==> config.mk <==
export PLATFORM = sky130hd
export DESIGN_NAME = adc_spi_sampler
export DESIGN_NICKNAME = d
export VERILOG_FILES = /design/src/rtl/adc_spi_sampler.sv
export SDC_FILE = /design/constraint.sdc
export NUM_CORES = 1
export LEC_CHECK = 0
export CORE_ASPECT_RATIO = 0.6
export CORE_MARGIN = 2
export CORE_UTILIZATION = 25
export DETAILED_ROUTE_END_ITERATION = 8
export HOLD_SLACK_MARGIN = 0.02
export PLACE_DENSITY_LB_ADDON = 0.2
export SLEW_MARGIN = 10
export SYNTH_ARGS = -nofsm -noshare
export SYNTH_HDL_FRONTEND = slang
export SYNTH_SLANG_ARGS = --single-unit
==> constraint.sdc <==
create_clock -name clk -period 4 [get_ports clk]
set_input_delay 0.6 -clock clk [delete_from_list [all_inputs] [get_ports clk]]
set_output_delay 0.6 -clock clk [all_outputs]
set_load 0.005 [all_outputs]
==> src/rtl/adc_spi_sampler.sv <==
// adc_spi_sampler: drives the IR/red LEDs alternately and reads an ADC0831-style 8-bit serial ADC.
// Optional macro ADC_OVERRANGE_EN adds adc_ovr, which flags full-scale (8'hFF or 8'h00) samples.
module adc_spi_sampler #(
    parameter int SCLK_DIV      = 4,
    parameter int SAMPLE_PERIOD = 1000,
    parameter int SETTLE_CYCLES = 16
) (
    input  logic       clk,
    input  logic       rst_n,
    input  logic       enable,
    input  logic       adc_sdo,
    output logic       adc_cs_n,
    output logic       adc_sclk,
    output logic       led_ir,
    output logic       led_red,
    output logic [7:0] IR_ADC_Value,
    output logic [7:0] Red_ADC_Value,
    output logic       ir_valid,
    output logic       red_valid,
    output logic       busy
`ifdef ADC_OVERRANGE_EN
    ,
    output logic       adc_ovr
`endif
);
    localparam int TW = $clog2(SAMPLE_PERIOD);
    localparam int DW = (SCLK_DIV > 1) ? $clog2(SCLK_DIV) : 1;
    localparam int SW = (SETTLE_CYCLES > 1) ? $clog2(SETTLE_CYCLES) : 1;
    localparam logic [TW-1:0] TICK_AT     = TW'(SAMPLE_PERIOD - 1);
    localparam logic [DW-1:0] DIV_LAST    = DW'(SCLK_DIV - 1);
    localparam logic [SW-1:0] SETTLE_LAST = SW'(SETTLE_CYCLES - 1);
    localparam logic [4:0]    HALF_LAST   = 5'd17;

    typedef enum logic [1:0] {
        IDLE    = 2'd0,
        SETTLE  = 2'd1,
        CONVERT = 2'd2,
        DONE    = 2'd3
    } state_t;

    state_t          state_r;
    logic [TW-1:0]   timer_r;
    logic [SW-1:0]   settle_r;
    logic [DW-1:0]   div_r;
    logic [4:0]      half_r;
    logic [7:0]      shift_r;
    logic            chan_r;
    logic            tick_s;

`ifdef ADC_OVERRANGE_EN
    function automatic logic is_overrange(input logic [7:0] v);
        return (v == 8'hFF) || (v == 8'h00);
    endfunction
`endif

    // Conversion-start tick on the last count of the sample period
    always_comb begin
        if (enable && (timer_r == TICK_AT)) begin
            tick_s = 1'b1;
        end else begin
            tick_s = 1'b0;
        end
    end

    // Free-running sample timer, held at zero while disabled
    always_ff @(posedge clk or negedge rst_n) begin
        if (!rst_n) begin
            timer_r <= TW'(0);
        end else if (!enable || tick_s) begin
            timer_r <= TW'(0);
        end else begin
            timer_r <= timer_r + TW'(1);
        end
    end

    // Sequencer: LED settle, serial frame, result hand-off
    always_ff @(posedge clk or negedge rst_n) begin
        if (!rst_n) begin
            state_r       <= IDLE;
            chan_r        <= 1'b0;
            settle_r      <= SW'(0);
            div_r         <= DW'(0);
            half_r        <= 5'd0;
            shift_r       <= 8'h00;
            adc_cs_n      <= 1'b1;
            adc_sclk      <= 1'b0;
            led_ir        <= 1'b0;
            led_red       <= 1'b0;
            IR_ADC_Value  <= 8'h00;
            Red_ADC_Value <= 8'h00;
            ir_valid      <= 1'b0;
            red_valid     <= 1'b0;
            busy          <= 1'b0;
`ifdef ADC_OVERRANGE_EN
            adc_ovr       <= 1'b0;
`endif
        end else begin
            ir_valid  <= 1'b0;
            red_valid <= 1'b0;
`ifdef ADC_OVERRANGE_EN
            adc_ovr   <= 1'b0;
`endif
            case (state_r)
                IDLE: begin
                    // Ticks outside IDLE fall through here unseen, so they are dropped
                    if (tick_s) begin
                        state_r  <= SETTLE;
                        settle_r <= SW'(0);
                        led_ir   <= ~chan_r;
                        led_red  <= chan_r;
                        busy     <= 1'b1;
                    end
                end
                SETTLE: begin
                    if (settle_r == SETTLE_LAST) begin
                        state_r  <= CONVERT;
                        adc_cs_n <= 1'b0;
                        adc_sclk <= 1'b0;
                        div_r    <= DW'(0);
                        half_r   <= 5'd0;
                        shift_r  <= 8'h00;
                    end else begin
                        settle_r <= settle_r + SW'(1);
                    end
                end
                CONVERT: begin
                    if (div_r == DIV_LAST) begin
                        div_r <= DW'(0);
                        if (half_r == HALF_LAST) begin
                            state_r  <= DONE;
                            adc_cs_n <= 1'b1;
                            adc_sclk <= 1'b0;
                            led_ir   <= 1'b0;
                            led_red  <= 1'b0;
                        end else begin
                            half_r   <= half_r + 5'd1;
                            adc_sclk <= ~adc_sclk;
                            // Sample on the rising sclk edge; the first rise carries the null bit
                            if (!adc_sclk && (half_r != 5'd0)) begin
                                shift_r <= {shift_r[6:0], adc_sdo};
                            end
                        end
                    end else begin
                        div_r <= div_r + DW'(1);
                    end
                end
                DONE: begin
                    if (chan_r) begin
                        Red_ADC_Value <= shift_r;
                        red_valid     <= 1'b1;
                    end else begin
                        IR_ADC_Value  <= shift_r;
                        ir_valid      <= 1'b1;
                    end
`ifdef ADC_OVERRANGE_EN
                    adc_ovr <= is_overrange(shift_r);
`endif
                    chan_r  <= ~chan_r;
                    busy    <= 1'b0;
                    state_r <= IDLE;
                end
                default: begin
                    state_r  <= IDLE;
                    adc_cs_n <= 1'b1;
                    adc_sclk <= 1'b0;
                    led_ir   <= 1'b0;
                    led_red  <= 1'b0;
                    busy     <= 1'b0;
                end
            endcase
        end
    end
endmodule
==> results_dict.tcl, run 1 <==
set metrics [dict create \
    hold_violations 0 \
    r2r_cells 5 \
    layout.nets 290 \
    setup_violations 0 \
    antenna_found_initial 0 \
    grt_pass1_wl_um 10300 \
    critPathCapture "shift_r[5]$_DFFE_PN0P_" \
    grtUsageMet2_pct 14.0 \
    hpwl_um 4340 \
    hp-class "primary input to async pin" \
    busiest_layer "met1" \
    cp_cell_sequence "inv_1 -> ha_1 -> nand2_1 -> and3_1 -> a32o_1" \
    start_kind "flop" \
    crit_fanout 18 \
    die_w_um 138 \
    fin_crit_sh_pct 55.7 \
    finalSetupTns_ps 0 \
    power.density_mw_per_mm2 316 \
    numCtsBuffers 5 \
    grt_use_total_pct 11.1 \
    max_freq_mhz 449 \
    cts_hold_buf 0 \
    irDropWorstVdd_mv 0.172 \
    timing.slew.headroom_pct 48.1 \
    crit_arrival_ps 2410 \
    clk_path_buf_depth 2 \
    crit_path_end_kind "flop" \
    cpMaxStageDelayCell "ha_1" \
    fin_total_pwr_mw 1.03 \
    start_util_pct 25.6 \
    status "complete, no violations" \
    worstPathRequired_ps 4180 \
    viasPerCell 4.78 \
    final_core_utilization_pct 30.9 \
    grt_max_degree 34 \
    drc 0 \
    ys_warn_count 0 \
    reg2reg_to "shift_r[5]$_DFFE_PN0P_" \
    path_clk_slew_ps 70 \
    syn_nets 264 \
    grt_pass1_vias 1893 \
    cts_tree "built" \
    finalCriticalPeriod_ps 2230 \
    vias 1984 \
    clockRootBuffer "clkbuf_16" \
    syn_to_final_growth_pct 20.4 \
    dieArea_mm2 0.0117 \
    n_antenna_cell 0 \
    wl_per_cell_um 14.4 \
    worstReg2RegStart "state_r[1]$_DFFE_PN0P_" \
    numClockSinks 55 \
    die_y_um 84.5 \
    synth_seq_cells 55 \
    first_pass_iters 5 \
    syn-cell-area_mm2 0.00270 \
    num_io_pins 27 \
    rsz0062_at_grt "false" \
    avgSynthCellArea_um2 10.8 \
    drv_cap 0 \
    h-tree-depth 2 \
    crit_type "flop to flop" \
    wirelength_um 5980 \
    synth_edf_count 0 \
    ctsResizeCount 0 \
    gp_congestion 0.789 \
    ant_nets 0 \
    post-cts-setup-buffers 0 \
    yosysSeqAreaShare_pct 51.0 \
    grtUsageMet3_pct 3.31 \
    core.rowCount 29 \
    r2r_slack_ps 1770 \
    synthCells 249 \
    fin_worst_skew_ps 4.75 \
    drt_iter0_drc 132 \
    synthFlopType "dfrtp_1" \
    maxSlewViolCount 0 \
    grt_use_met1_pct 17.8 \
    critical-path-max-stage-delay_ps 520 \
    portBuffers 26 \
    yosysUniqueCellTypes 50 \
    synth-async-reset-ratio_pct 100 \
    clock_latency_ps 290 \
    layout-drive-gt1-share_pct 10.1 \
    tightest_slew_ps 778 \
    startpoint "state_r[1]$_DFFE_PN0P_" \
    grt_overflow 0 \
    leakage_nw 1.40 \
    core_mm2 0.0105 \
]
## worst min-delay path by stage
stage,cells after the start,to,slack [ps]
2_1_floorplan,0,IR_ADC_Value[0]$_DFFE_PN0P_,300
3_3_place_gp,1,div_r[0]$_DFFE_PN0P_,490
3_5_place_dp,1,div_r[1]$_DFFE_PN0P_,490
4_1_cts,1,timer_r[0]$_DFF_PN0_,410
5_1_grt,1,settle_r[2]$_DFFE_PN0P_,430
6_report,1,timer_r[0]$_DFF_PN0_,380
## per-layer routing
layer  wire [um]  vias up  share of wire, %
met5           0        -                 0
met4          19        0              0.32
met3         317        2               5.3
met2        2250       51                38
met1        3400      959                57
li1            -      972                 -
## Yosys cell counts, drive strengths merged (2+ instances only)
| cell | number | area (um2) |
|---|---|---|
| dfrtp | 54 | 1350 |
| nor2 | 20 | 75.1 |
| nand2 | 18 | 67.6 |
| mux2 | 16 | 180 |
| inv | 14 | 52.6 |
| nand3 | 13 | 65.1 |
| ha | 11 | 138 |
| a32o | 9 | 90.1 |
| clkbuf | 8 | 31.3 |
| o21ai | 8 | 40.0 |
| nand4 | 6 | 37.5 |
| a21oi | 5 | 25.0 |
| nor3 | 5 | 25.0 |
| xnor2 | 5 | 43.8 |
| and3 | 4 | 25.0 |
| o311ai | 4 | 35.0 |
| xor2 | 4 | 35.0 |
| and2 | 3 | 18.8 |
| nand2b | 3 | 18.8 |
| nor2b | 3 | 18.8 |
| o211ai | 3 | 22.5 |
| a211o | 2 | 17.5 |
| a31oi | 2 | 12.5 |
| mux2i | 2 | 20.0 |
| nor4 | 2 | 12.5 |
| o2bb2ai | 2 | 17.5 |
| or4 | 2 | 15.0 |
## kinds of logic (layout without fill, tap and decap cells)
family	Yosys count	count (layout)	synth area share (%)
AND/OR/NAND/NOR	88	88	17.1
adder cells (fa/ha/maj)	11	11	5.10
AO/OA/AOI/OAI	46	46	13.3
flip-flops	55	55	51.0
XOR/XNOR	9	9	2.92
multiplexers	18	18	7.42
buffers and inverters	22	49	3.11
## power by group
group / internal [mW] / leakage, nW / switching [mW]
clock network: 0.235 / 0.0675 / 0.200
registers: 0.561 / 0.710 / 0.00600
logic: 0.00730 / 0.625 / 0.0166
total: 0.803 / 1.40 / 0.223
## placed cells by master (no fill, tap or decap), types with 2 or more instances in the layout
cell	count
dfrtp_1	54
a211o_1	2
xor2_1	4
o21ai_0	7
xnor2_1	5
nor2b_1	3
nand3_1	13
nor3_1	5
ha_1	11
nor2_1	20
nand2_1	18
o2bb2ai_1	2
and3_1	4
mux2i_1	2
a21oi_1	5
o211ai_1	3
mux2_2	16
nor4_1	2
nand2b_1	3
clkbuf_16	5
a32o_1	9
and2_1	3
o311ai_0	4
clkdlybuf4s50_1	25
a31oi_1	2
or4_1	2
inv_1	14
nand4_1	6
## metrics by stage
| stage | hold WS, ps | instances | setup WS [ps] | cell area (um2) |
|---|---|---|---|---|
| 2_1_floorplan | 304 | 249 | 2180 | 2700 |
| 3_3_place_gp | 486 | 407 | 1650 | 3100 |
| 3_5_place_dp | 486 | 407 | 1630 | 3100 |
| 4_1_cts | 409 | 415 | 1770 | 3250 |
| 5_1_grt | 429 | 415 | 1520 | 3250 |
| 6_report | 380 | 415 | 1770 | 3250 |
## state kept, by name (all words and copies together) (netlist names)
register and count:
timer_r 10, IR_ADC_Value 8, Red_ADC_Value 8, shift_r 8, half_r 5, settle_r 4, div_r 2, state_r 2
adc_cs_n 1, adc_sclk 1, busy 1, chan_r 1, ir_valid 1, led_ir 1, led_red 1, red_valid 1
## final cells by class
class                   instances  area (um2)
inverters                      14        52.6
clock inverters                 2        16.3
multi-input cells             172        1240
repair buffers                 27         263
flip-flops and latches         55        1380
well taps                     139         174
clock buffers                   6         129
fillers                      1090        7270
## worst max-delay path: cells and delay by family (launching register included)
kind | cells | cell delay [ps]
flip-flops | 1 | 400
adder cells (fa/ha/maj) | 1 | 520
AND/OR/NAND/NOR | 2 | 770
AO/OA/AOI/OAI | 1 | 300
buffers and inverters | 1 | 120
No activity file was read; power rests on OpenSTA's default activity.
==> run 2, diff against run 1 <==
clock period = 2.3 ns   (was 4 ns; I/O delays follow)
==> results_dict.tcl, run 2 (synthesis gave the netlist of run 1 again) <==
set metrics [dict create \
    status "complete, no violations" \
    first_pass_iters 4 \
    grt_pass1_wl_um 10500 \
    power.density_mw_per_mm2 551 \
    power.switching_uw 428 \
    grt_pass1_vias 1959 \
    grt_max_degree 23 \
    timing.slew.headroom_pct 63.9 \
    critical-path-max-stage-delay_ps 490 \
    layout.nets 300 \
    path_clk_slew_ps 80 \
    core.rowCount 29 \
    worst_path_most_repeated_cell "inv_1" \
    portBuffers 26 \
    ctsResizeCount 0 \
    die_w_um 138 \
    gp_congestion 0.845 \
    cpMaxStageDelayCell "or4_1" \
    largest_register "timer_r" \
    dieArea_mm2 0.0117 \
    rsz0062_at_grt "false" \
    wl_per_cell_um 15.0 \
    hp-class "primary input to async pin" \
    setup_violations 0 \
    n_antenna_cell 0 \
    place_ws_ps 314 \
    power_frac_seq_pct 53.7 \
    wl_met2_um 2430 \
    sw_frac_of_total_pct 23.3 \
    dr_wl_met3_um 310 \
    p_comb_share_pct 2.4 \
    tightest_slew_ps 542 \
    leakage_nw 1.46 \
    clockRootBuffer "clkbuf_16" \
    grt_overflow 0 \
    wl_met1_um 3580 \
    mostFrequentLayoutCell "dfrtp_1" \
    layout.cells.non_filler 425 \
    syn_to_final_growth_pct 23.5 \
    maxSlewViolCount 0 \
    p_int_mw 1.41 \
    placed_cells 417 \
    grt_use_total_pct 11.4 \
    finalCriticalPeriod_ps 1860 \
    ant_nets 0 \
    numCtsBuffers 5 \
    fillCellCount 1074 \
    highest_layer "met4" \
    clock_latency_ps 300 \
    fin_crit_sh_pct 80.8 \
    crit_fanout 7 \
    post-cts-setup-buffers 0 \
    drc 0 \
    clockPowerShare_pct 43.9 \
    start_util_pct 25.6 \
    viasPerCell 4.95 \
    clk_path_buf_depth 2 \
    start_kind "flop" \
    hpwl_um 4770 \
    wirelength_um 6400 \
    stdcell_area_mm2 0.00333 \
    worstPathRequired_ps 2520 \
    drv_cap 0 \
    num_io_pins 27 \
    cp_cell_sequence "inv_1 -> ha_1 -> inv_1 -> a21oi_1 -> or4_1 -> o21ai_0" \
    cts_tree "built" \
    crit_type "flop to flop" \
    layout-drive-gt1-share_pct 13.6 \
    max_freq_mhz 538 \
    die_y_um 84.5 \
    antenna_found_initial 0 \
    h-tree-depth 2 \
    layout_common_cells "dfrtp_1, clkdlybuf4s50_1, nor2_1" \
    cts_hold_buf 0 \
    core_mm2 0.0105 \
    hold_violations 0 \
    fin_worst_skew_ps 7.10 \
    vias 2102 \
    largest_reg_flops 10 \
    setup_ws_ps 441 \
    irDropWorstVdd_mv 0.312 \
    finalSetupTns_ps 0 \
    drt_iter0_drc 177 \
    placed_area_mm2 0.00318 \
    numClockSinks 55 \
    crit_path_end_kind "flop" \
    crit_arrival_ps 2080 \
]
==> run 2: final cells by class <==
type	instances	area, um2	area share (%)
inverters	14	52.6	1.58
clock inverters	3	27.5	0.826
repair buffers	37	338	10.1
well taps	139	174	5.22
multi-input cells	172	1240	37.1
clock buffers	5	125	3.76
flip-flops and latches	55	1380	41.3
==> run 2: routing by layer <==
| layer | up-vias | GRT usage [%] |
|---|---|---|
| met5 | - | 0 |
| met4 | 0 | 2.88 |
| met3 | 7 | 3.02 |
| met2 | 50 | 15.4 |
| met1 | 1050 | 17.7 |
| li1 | 995 | - |
==> run 2: metrics by stage <==
stage / total power [mW] / util (%) / hold slack [ps]
after global routing: 1.91 / 31.7 / 62.2
after CTS: 1.86 / 31.7 / 43.1
after floorplan: 1.01 / - / 49.4
final: 1.83 / 31.7 / 24.4
after global placement: 1.05 / 30.2 / 361
after detailed placement: 1.05 / 30.2 / 366
==> run 2: path summary, 6_finish.rpt <==
kind                       slack, ps  cells after the start                    from               endpoint
setup / recovery                 440                      6  state_r[0]$_DFFE_PN0P_  half_r[2]$_DFFE_PN0P_
hold / removal                    20                      1                   rst_n   timer_r[0]$_DFF_PN0_
setup reg to reg                 440                      6  state_r[0]$_DFFE_PN0P_  half_r[2]$_DFFE_PN0P_
hold reg to reg                  490                      1    timer_r[0]$_DFF_PN0_   timer_r[0]$_DFF_PN0_
max in group asynchronous       1580                      2                   rst_n   adc_cs_n$_DFFE_PN1P_
min in group clk                 490                      1    timer_r[0]$_DFF_PN0_   timer_r[0]$_DFF_PN0_
==> run 2: critical path: cells and delay by family, from the launching register on <==
family                     cells  cell delay, ps
DFF                            1             410
buffers and inverters          2             350
and+or+nand+nor                1             490
adders and majority gates      1             310
AOI/OAI and AO/OA              2             230
==> run 2: power by group through the flow <==
stage | registers (mW) | logic (mW) | clock network, mW
3_5_place_dp | 1.00 | 0.0470 | 0
2_1_floorplan | 1.00 | 0.0138 | 0
4_1_cts | 0.984 | 0.0472 | 0.832
5_1_grt | 0.987 | 0.0533 | 0.870
6_report | 0.985 | 0.0447 | 0.805
3_3_place_gp | 1.00 | 0.0467 | 0
